$ cat src/rtl/lcd_char_ctrl_if.sv
// Byte-stream handshake between the host side and the HD44780 controller.
// master: byte producer; slave: lcd_char_ctrl.
`timescale 1ns/1ps
interface lcd_char_ctrl_if;
    logic       in_valid;
    logic       in_ready;
    logic       in_rs;
    logic [7:0] in_data;

    modport master (output in_valid, output in_rs, output in_data, input in_ready);
    modport slave  (input in_valid, input in_rs, input in_data, output in_ready);
endinterface

$ cat src/rtl/lcd_char_ctrl.sv
// HD44780 16x2 character-LCD controller, 8-bit write-only bus.
// Runs the power-up init sequence, then writes command/data bytes taken from a
// valid/ready stream, generating setup/strobe/hold and post-write delays in hardware.
// Optional feature macro: LCD_BACKLIGHT_CTRL_EN (adds bl_on input driving LCD_BLON).
`timescale 1ns/1ps
module lcd_char_ctrl #(
    parameter int unsigned SETUP_CYC     = 3,
    parameter int unsigned EN_HIGH_CYC   = 12,
    parameter int unsigned HOLD_CYC      = 3,
    parameter int unsigned CMD_WAIT_CYC  = 2500,
    parameter int unsigned CLR_WAIT_CYC  = 82000,
    parameter int unsigned PWRUP_CYC     = 750000,
    // First Function Set needs >4.1 ms before the next write
    parameter int unsigned INIT0_WAIT_CYC = 205000
) (
    input  logic           clk,
    input  logic           reset_n,
    lcd_char_ctrl_if.slave bus,
`ifdef LCD_BACKLIGHT_CTRL_EN
    input  logic           bl_on,
`endif
    output logic           init_done,
    output logic           LCD_ON,
    output logic           LCD_BLON,
    output logic           LCD_EN,
    output logic           LCD_RW,
    output logic           LCD_RS,
    output logic [7:0]     LCD_DATA
);

    localparam int unsigned MAX_A   = (PWRUP_CYC > CLR_WAIT_CYC) ? PWRUP_CYC : CLR_WAIT_CYC;
    localparam int unsigned MAX_B   = (INIT0_WAIT_CYC > CMD_WAIT_CYC) ? INIT0_WAIT_CYC : CMD_WAIT_CYC;
    localparam int unsigned MAX_CYC = (MAX_A > MAX_B) ? MAX_A : MAX_B;
    localparam int          CNT_W   = $clog2(MAX_CYC + 1);

    // Counter reload values: a state loaded with N-1 lasts exactly N clocks
    localparam logic [CNT_W-1:0] LD_SETUP = CNT_W'(SETUP_CYC - 1);
    localparam logic [CNT_W-1:0] LD_EN    = CNT_W'(EN_HIGH_CYC - 1);
    localparam logic [CNT_W-1:0] LD_HOLD  = CNT_W'(HOLD_CYC - 1);
    localparam logic [CNT_W-1:0] LD_CMD   = CNT_W'(CMD_WAIT_CYC - 1);
    localparam logic [CNT_W-1:0] LD_CLR   = CNT_W'(CLR_WAIT_CYC - 1);
    localparam logic [CNT_W-1:0] LD_INIT0 = CNT_W'(INIT0_WAIT_CYC - 1);
    localparam logic [CNT_W-1:0] LD_PWRUP = CNT_W'(PWRUP_CYC - 1);

    typedef enum logic [2:0] {
        S_PWRUP, S_INIT, S_IDLE, S_SETUP, S_STROBE, S_HOLD, S_WAIT
    } state_t;

    state_t           state, state_next;
    logic [CNT_W-1:0] cnt, cnt_next;
    logic [2:0]       idx, idx_next;
    logic             done_next;
    logic             rs_next;
    logic [7:0]       data_next;
    logic             en_next;
    logic             handshake;
    logic [CNT_W-1:0] wait_load;

    function automatic logic [7:0] init_rom(input logic [2:0] i);
        logic [7:0] v;
        case (i)
            3'd0, 3'd1, 3'd2: v = 8'h38;
            3'd3:             v = 8'h0C;
            3'd4:             v = 8'h01;
            default:          v = 8'h06;
        endcase
        return v;
    endfunction

    assign LCD_ON       = 1'b1;
    assign LCD_RW       = 1'b0;
    assign bus.in_ready = (state == S_IDLE) && init_done;
    assign handshake    = (state == S_IDLE) && init_done && bus.in_valid;

    // Post-write delay for the byte currently on the bus
    always_comb begin
        wait_load = LD_CMD;
        if (!init_done && (idx == 3'd0))
            wait_load = LD_INIT0;
        else if (!LCD_RS && (LCD_DATA == 8'h01 || LCD_DATA == 8'h02 || LCD_DATA == 8'h03))
            wait_load = LD_CLR;
    end

    // Next-state logic: sequencing, counter reloads, bus register loads
    always_comb begin
        state_next = state;
        cnt_next   = cnt;
        idx_next   = idx;
        done_next  = init_done;
        rs_next    = LCD_RS;
        data_next  = LCD_DATA;
        case (state)
            S_PWRUP: begin
                if (cnt == '0) begin
                    state_next = S_INIT;
                    idx_next   = 3'd0;
                end else begin
                    cnt_next = cnt - 1'b1;
                end
            end
            S_INIT: begin
                rs_next    = 1'b0;
                data_next  = init_rom(idx);
                state_next = S_SETUP;
                cnt_next   = LD_SETUP;
            end
            S_IDLE: begin
                if (handshake) begin
                    rs_next    = bus.in_rs;
                    data_next  = bus.in_data;
                    state_next = S_SETUP;
                    cnt_next   = LD_SETUP;
                end
            end
            S_SETUP: begin
                if (cnt == '0) begin
                    state_next = S_STROBE;
                    cnt_next   = LD_EN;
                end else begin
                    cnt_next = cnt - 1'b1;
                end
            end
            S_STROBE: begin
                if (cnt == '0) begin
                    state_next = S_HOLD;
                    cnt_next   = LD_HOLD;
                end else begin
                    cnt_next = cnt - 1'b1;
                end
            end
            S_HOLD: begin
                if (cnt == '0) begin
                    state_next = S_WAIT;
                    cnt_next   = wait_load;
                end else begin
                    cnt_next = cnt - 1'b1;
                end
            end
            S_WAIT: begin
                if (cnt == '0) begin
                    if (init_done) begin
                        state_next = S_IDLE;
                    end else if (idx == 3'd5) begin
                        done_next  = 1'b1;
                        state_next = S_IDLE;
                    end else begin
                        idx_next   = idx + 3'd1;
                        state_next = S_INIT;
                    end
                end else begin
                    cnt_next = cnt - 1'b1;
                end
            end
            default: state_next = S_PWRUP;
        endcase
        // EN is registered so the pin never glitches on state decode
        en_next = (state_next == S_STROBE);
    end

    // State, counter and LCD bus registers
    always_ff @(posedge clk or negedge reset_n) begin
        if (!reset_n) begin
            state     <= S_PWRUP;
            cnt       <= LD_PWRUP;
            idx       <= 3'd0;
            init_done <= 1'b0;
            LCD_RS    <= 1'b0;
            LCD_DATA  <= 8'h00;
            LCD_EN    <= 1'b0;
        end else begin
            state     <= state_next;
            cnt       <= cnt_next;
            idx       <= idx_next;
            init_done <= done_next;
            LCD_RS    <= rs_next;
            LCD_DATA  <= data_next;
            LCD_EN    <= en_next;
        end
    end

`ifdef LCD_BACKLIGHT_CTRL_EN
    logic blon_reg;

    // Backlight follows bl_on with one clock of latency
    always_ff @(posedge clk or negedge reset_n) begin
        if (!reset_n)
            blon_reg <= 1'b0;
        else
            blon_reg <= bl_on;
    end

    assign LCD_BLON = blon_reg;
`else
    assign LCD_BLON = 1'b1;
`endif

endmodule
$ cat src/flat_wrapper.sv
// flat-port wrapper written by rule: the top's interface ports become plain ports
module lcd_char_ctrl_flat 
#(
    parameter int unsigned SETUP_CYC     = 3,
    parameter int unsigned EN_HIGH_CYC   = 12,
    parameter int unsigned HOLD_CYC      = 3,
    parameter int unsigned CMD_WAIT_CYC  = 2500,
    parameter int unsigned CLR_WAIT_CYC  = 82000,
    parameter int unsigned PWRUP_CYC     = 750000,
                                                             
    parameter int unsigned INIT0_WAIT_CYC = 205000
)
  (clk, reset_n, init_done, LCD_ON, LCD_BLON, LCD_EN, LCD_RW, LCD_RS, LCD_DATA, bus_in_valid, bus_in_rs, bus_in_data, bus_in_ready);
  lcd_char_ctrl_if bus_i ();
  input  logic clk;
  input  logic reset_n;
  output logic init_done;
  output logic LCD_ON;
  output logic LCD_BLON;
  output logic LCD_EN;
  output logic LCD_RW;
  output logic LCD_RS;
  output logic [7:0] LCD_DATA;
  input wire logic [$bits(bus_i.in_valid)-1:0] bus_in_valid;
  input wire logic [$bits(bus_i.in_rs)-1:0] bus_in_rs;
  input wire logic [$bits(bus_i.in_data)-1:0] bus_in_data;
  output wire logic [$bits(bus_i.in_ready)-1:0] bus_in_ready;
  assign bus_i.in_valid = bus_in_valid;
  assign bus_i.in_rs = bus_in_rs;
  assign bus_i.in_data = bus_in_data;
  assign bus_in_ready = bus_i.in_ready;
  lcd_char_ctrl #(.SETUP_CYC(SETUP_CYC), .EN_HIGH_CYC(EN_HIGH_CYC), .HOLD_CYC(HOLD_CYC), .CMD_WAIT_CYC(CMD_WAIT_CYC), .CLR_WAIT_CYC(CLR_WAIT_CYC), .PWRUP_CYC(PWRUP_CYC), .INIT0_WAIT_CYC(INIT0_WAIT_CYC)) u_core (.clk(clk), .reset_n(reset_n), .bus(bus_i), .init_done(init_done), .LCD_ON(LCD_ON), .LCD_BLON(LCD_BLON), .LCD_EN(LCD_EN), .LCD_RW(LCD_RW), .LCD_RS(LCD_RS), .LCD_DATA(LCD_DATA));
endmodule
$ cat config.mk
export PLATFORM = sky130hd
export DESIGN_NAME = lcd_char_ctrl_flat
export DESIGN_NICKNAME = d
export VERILOG_FILES = /design/src/rtl/lcd_char_ctrl_if.sv /design/src/rtl/lcd_char_ctrl.sv /design/src/flat_wrapper.sv
export SDC_FILE = /design/constraint.sdc
export NUM_CORES = 1
export LEC_CHECK = 0
export ABC_AREA = 1
export BUFFER_PORTS_ARGS = -buffer_cell sky130_fd_sc_hd__clkbuf_2
export CAP_MARGIN = 40
export CORE_UTILIZATION = 29
export CTS_BUF_LIST = sky130_fd_sc_hd__clkbuf_4 sky130_fd_sc_hd__clkbuf_8
export CTS_CLUSTER_DIAMETER = 60
export CTS_CLUSTER_SIZE = 30
export DETAILED_ROUTE_END_ITERATION = 7
export HOLD_SLACK_MARGIN = 0.15
export SYNTH_ARGS = -nofsm -noshare
export SYNTH_HDL_FRONTEND = slang
export SYNTH_SLANG_ARGS = --single-unit
$ cat constraint.sdc
create_clock -name clk -period 4.08 [get_ports clk]
set_clock_uncertainty 0.2 [all_clocks]
set_input_delay 1.02 -clock clk [delete_from_list [all_inputs] [get_ports clk]]
set_output_delay 1.02 -clock clk [all_outputs]
set_load 0.005 [all_outputs]
==> flow_summary.yaml <==
cts:
  clk_root_buffer_cell: "sky130_fd_sc_hd__clkbuf_8"
  clock_path_buffers: 2
  htree_num_levels: 2
  insertion_delay_ns: 0.29
  cts_buffers: 5
  clk_pin_slew_worst_paths_ns: 0.07
  post_cts_repair_setup_buffers: 0
  clock_sink_total: 37
  cts.repair.resized: 0
  cts_hold_buffers: 0
  tritoncts: "yes"
sta:
  worst_slew_margin_rel: 0.668
  worst-slew-pin-transition_ns: 0.495
  final_period_minus_worst_setup_slack_ns: 2.54
  setup_total_negative_slack_ns: 0
  fmax_ghz: 0.393
  rsz_0062_raised_after_global_routing: "no"
  slew_viol_final: 0
  final_hold_viol_count: 0
  fin_crit_sh: 0.623
  setup_viol: 0
route:
  detail-route-antenna-nets: 0
  dr.first_iter.drc_count: 164
  vias: 2186
  avgViaCountPerCell: 4.65
  drt-pass1-iter-count: 4
  drc_viols: 0
  drt_wl_total_um: 5600
  post_drt_wl_per_cell_um: 11.9
synthesis:
  syn_inst: 340
  area_contributors_post_synth: "sky130_fd_sc_hd__dfrtp_1 (24%), sky130_fd_sc_hd__dfstp_2 (14%), sky130_fd_sc_hd__nand2_1 (12%)"
  synth-main-ff-cell: "sky130_fd_sc_hd__dfrtp_1"
  synth.cells.most_frequent: "sky130_fd_sc_hd__nand2_1 (80), sky130_fd_sc_hd__inv_1 (40), sky130_fd_sc_hd__nor2_1 (38), sky130_fd_sc_hd__nand3_1 (37), sky130_fd_sc_hd__dfrtp_1 (24)"
  synth-seq-cells: 37
  ys_types: 38
  synth_warnings: 0
  mapped_cell_area_sq_um: 2480
  async_reset_ff_frac: 1.00
  proportion_of_synthesized_chip_area_in_sequential_cells: 0.380
  synth_top_area_share: 0.242
  postSynthAreaPerCell_sq_um: 7.30
  synth_enable_flop_cells: 0
  synth_area_leader_cell: "sky130_fd_sc_hd__dfrtp_1"
  synthMostInstantiatedCell: "sky130_fd_sc_hd__nand2_1"
global_route:
  pin_count_of_the_biggest_net_entering_global_routing: 22
  antenna_found_initial: 0
  first_global_vias: 2096
  global_route_wire_length_before_repair_um: 9650
  groute.usage.overall: 0.138
  grt.overflow.total: 0
die:
  design.die.area_sq_um: 8930
  core-area_sq_um: 8260
  num_rows: 33
  floorplan.initialDensity: 0.300
  fp.dieW_um: 94.5
  boundaryPins: 27
  fp.dieH_um: 94.5
finish:
  layout.nets: 382
  stdcell_area_sq_um: 2790
  syn_to_final_growth_pct: 12.5
  layout-drive-gt1-share: 0.197
  fillerInstances: 880
  finalCoreUtilization: 0.338
  antennaDiodeCount: 0
worst_setup_path:
  critical_path.max_fanout: 8
  setup.reg_to_reg.worst_slack_ns: 1.75
  timing.critical_path.to_type: "primary output"
  r2r_end: "u_core.cnt[5]"
  r2r_start: "u_core.cnt[0]"
  timing.critical_path.required_ns: 2.86
  cp_data_arrival_time_ns: 1.32
  r2r_cells: 12
  worst_setup_path_start_kind: "flop"
  worst-setup-path-type: "flop to primary output"
place:
  finalWeightedCongestion: 0.860
  io_buffers: 23
  dp_hpwl_um: 4350
  dpl-instance-area_sq_um: 2690
run_status:
  status: "completed"
hold_path:
  hold_path_depth: 2
  min_to: "u_core.cnt[0]"
  hp-start: "u_core.cnt[0]"
  worstHoldPathType: "flop to flop"
power_and_ir_drop:
  leak_nw: 1.38
  vdd_drop_max_mv: 0.109
  cellPowerDensity_nw_per_um2: 236
flow_run:
  timing.max_cap.violations: 0
per-stage QoR:
stage / setup WS [ns] / std cells / power (mW) / hold slack, ns
5_1_grt: 1.40 / 470 / 0.693 / 0.294
2_1_floorplan: 1.99 / 341 / 0.377 / 0.246
3_3_place_gp: 1.71 / 461 / 0.387 / 0.263
4_1_cts: 1.53 / 470 / 0.673 / 0.275
3_5_place_dp: 1.69 / 462 / 0.391 / 0.265
6_report: 1.54 / 470 / 0.659 / 0.269
where the power goes:
group	switching, mW	internal [mW]
sequential	0	0.367
combinational	0.00968	0.00633
clock	0.125	0.151
total	0.134	0.525
worst max-delay path by stage:
| stage | start | end |
|---|---|---|
| detailed placement | bus_in_valid | u_core.cnt[9] |
| floorplan | bus_in_valid | u_core.cnt[10] |
| global route | u_core.state[0] | bus_in_ready |
| global placement | bus_in_valid | u_core.cnt[9] |
| finish | u_core.state[0] | bus_in_ready |
| CTS | u_core.state[0] | bus_in_ready |
sequential cells by signal (all words and copies together), names as in the netlist:
signal	count
u_core.state	3
u_core.cnt	20
u_core.idx	3
u_core.init_done	1
u_core.LCD_DATA	8
u_core.LCD_EN	1
u_core.LCD_RS	1
cells in the final DEF (no fill, tap or decap):
master,netlist,layout
sky130_fd_sc_hd__nand2_1,80,80
sky130_fd_sc_hd__inv_1,40,40
sky130_fd_sc_hd__nor2_1,38,38
sky130_fd_sc_hd__nand3_1,37,37
sky130_fd_sc_hd__dfrtp_1,24,24
sky130_fd_sc_hd__clkbuf_2,0,23
sky130_fd_sc_hd__o21ai_0,17,17
sky130_fd_sc_hd__dfstp_2,13,13
sky130_fd_sc_hd__a21oi_1,10,10
sky130_fd_sc_hd__nor3_1,9,9
sky130_fd_sc_hd__inv_2,6,6
sky130_fd_sc_hd__o21ai_1,6,6
sky130_fd_sc_hd__ha_1,6,6
sky130_fd_sc_hd__clkbuf_8,0,6
sky130_fd_sc_hd__nor2_2,5,5
sky130_fd_sc_hd__nand4_1,5,5
sky130_fd_sc_hd__xor2_1,5,5
sky130_fd_sc_hd__a31oi_1,4,4
sky130_fd_sc_hd__nand3_2,3,3
sky130_fd_sc_hd__nand2_4,3,3
sky130_fd_sc_hd__conb_1,2,3
sky130_fd_sc_hd__nand2_2,2,2
sky130_fd_sc_hd__o2111ai_1,2,2
sky130_fd_sc_hd__or2_2,2,2
sky130_fd_sc_hd__clkbuf_4,0,2
sky130_fd_sc_hd__nor2_4,1,1
sky130_fd_sc_hd__nor2_8,1,1
sky130_fd_sc_hd__nand3b_2,1,1
sky130_fd_sc_hd__o211ai_2,1,1
sky130_fd_sc_hd__nor3_2,1,1
sky130_fd_sc_hd__o211ai_4,1,1
sky130_fd_sc_hd__o41ai_1,1,1
sky130_fd_sc_hd__o21a_1,1,1
sky130_fd_sc_hd__nand3b_1,1,1
sky130_fd_sc_hd__o21bai_1,1,1
sky130_fd_sc_hd__o31ai_1,1,1
sky130_fd_sc_hd__xnor2_1,1,1
sky130_fd_sc_hd__o211ai_1,1,1
sky130_fd_sc_hd__buf_16,0,1
routing by layer:
layer,part of all wire,GRT usage,wire [um],vias to the layer above
li1,-,-,-,1148
met1,0.49,0.183,2770,1005
met2,0.47,0.226,2630,27
met3,0.024,0.0274,134,6
met4,0.012,0.0391,68,0
met5,0,0,0,-
critical path, stage by stage, from the launching register on:
cell                       delay (ns)
sky130_fd_sc_hd__dfrtp_1         0.41
sky130_fd_sc_hd__inv_2           0.15
sky130_fd_sc_hd__nand3_2         0.17
sky130_fd_sc_hd__nor2_1          0.17
sky130_fd_sc_hd__clkbuf_2        0.13
kinds of logic after synthesis:
family / count (synthesis) / share of synthesized area
other: 2 / 0.00303
AOI/OAI and AO/OA: 46 / 0.113
and+or+nand+nor: 189 / 0.357
xor gates and xnor gates: 6 / 0.0212
buffers and inverters: 54 / 0.0963
DFF: 37 / 0.380
adders and majority gates: 6 / 0.0303
area by class of cell:
cell class | count | area, sq um | area share
multi-input cells | 250 | 1300 | 0.467
flip-flops and latches | 37 | 942 | 0.338
inverters | 46 | 173 | 0.0619
repair buffers | 24 | 143 | 0.0511
well taps | 105 | 131 | 0.0471
clock buffers | 8 | 97.6 | 0.0350
No activity file was read; power rests on OpenSTA's default activity.
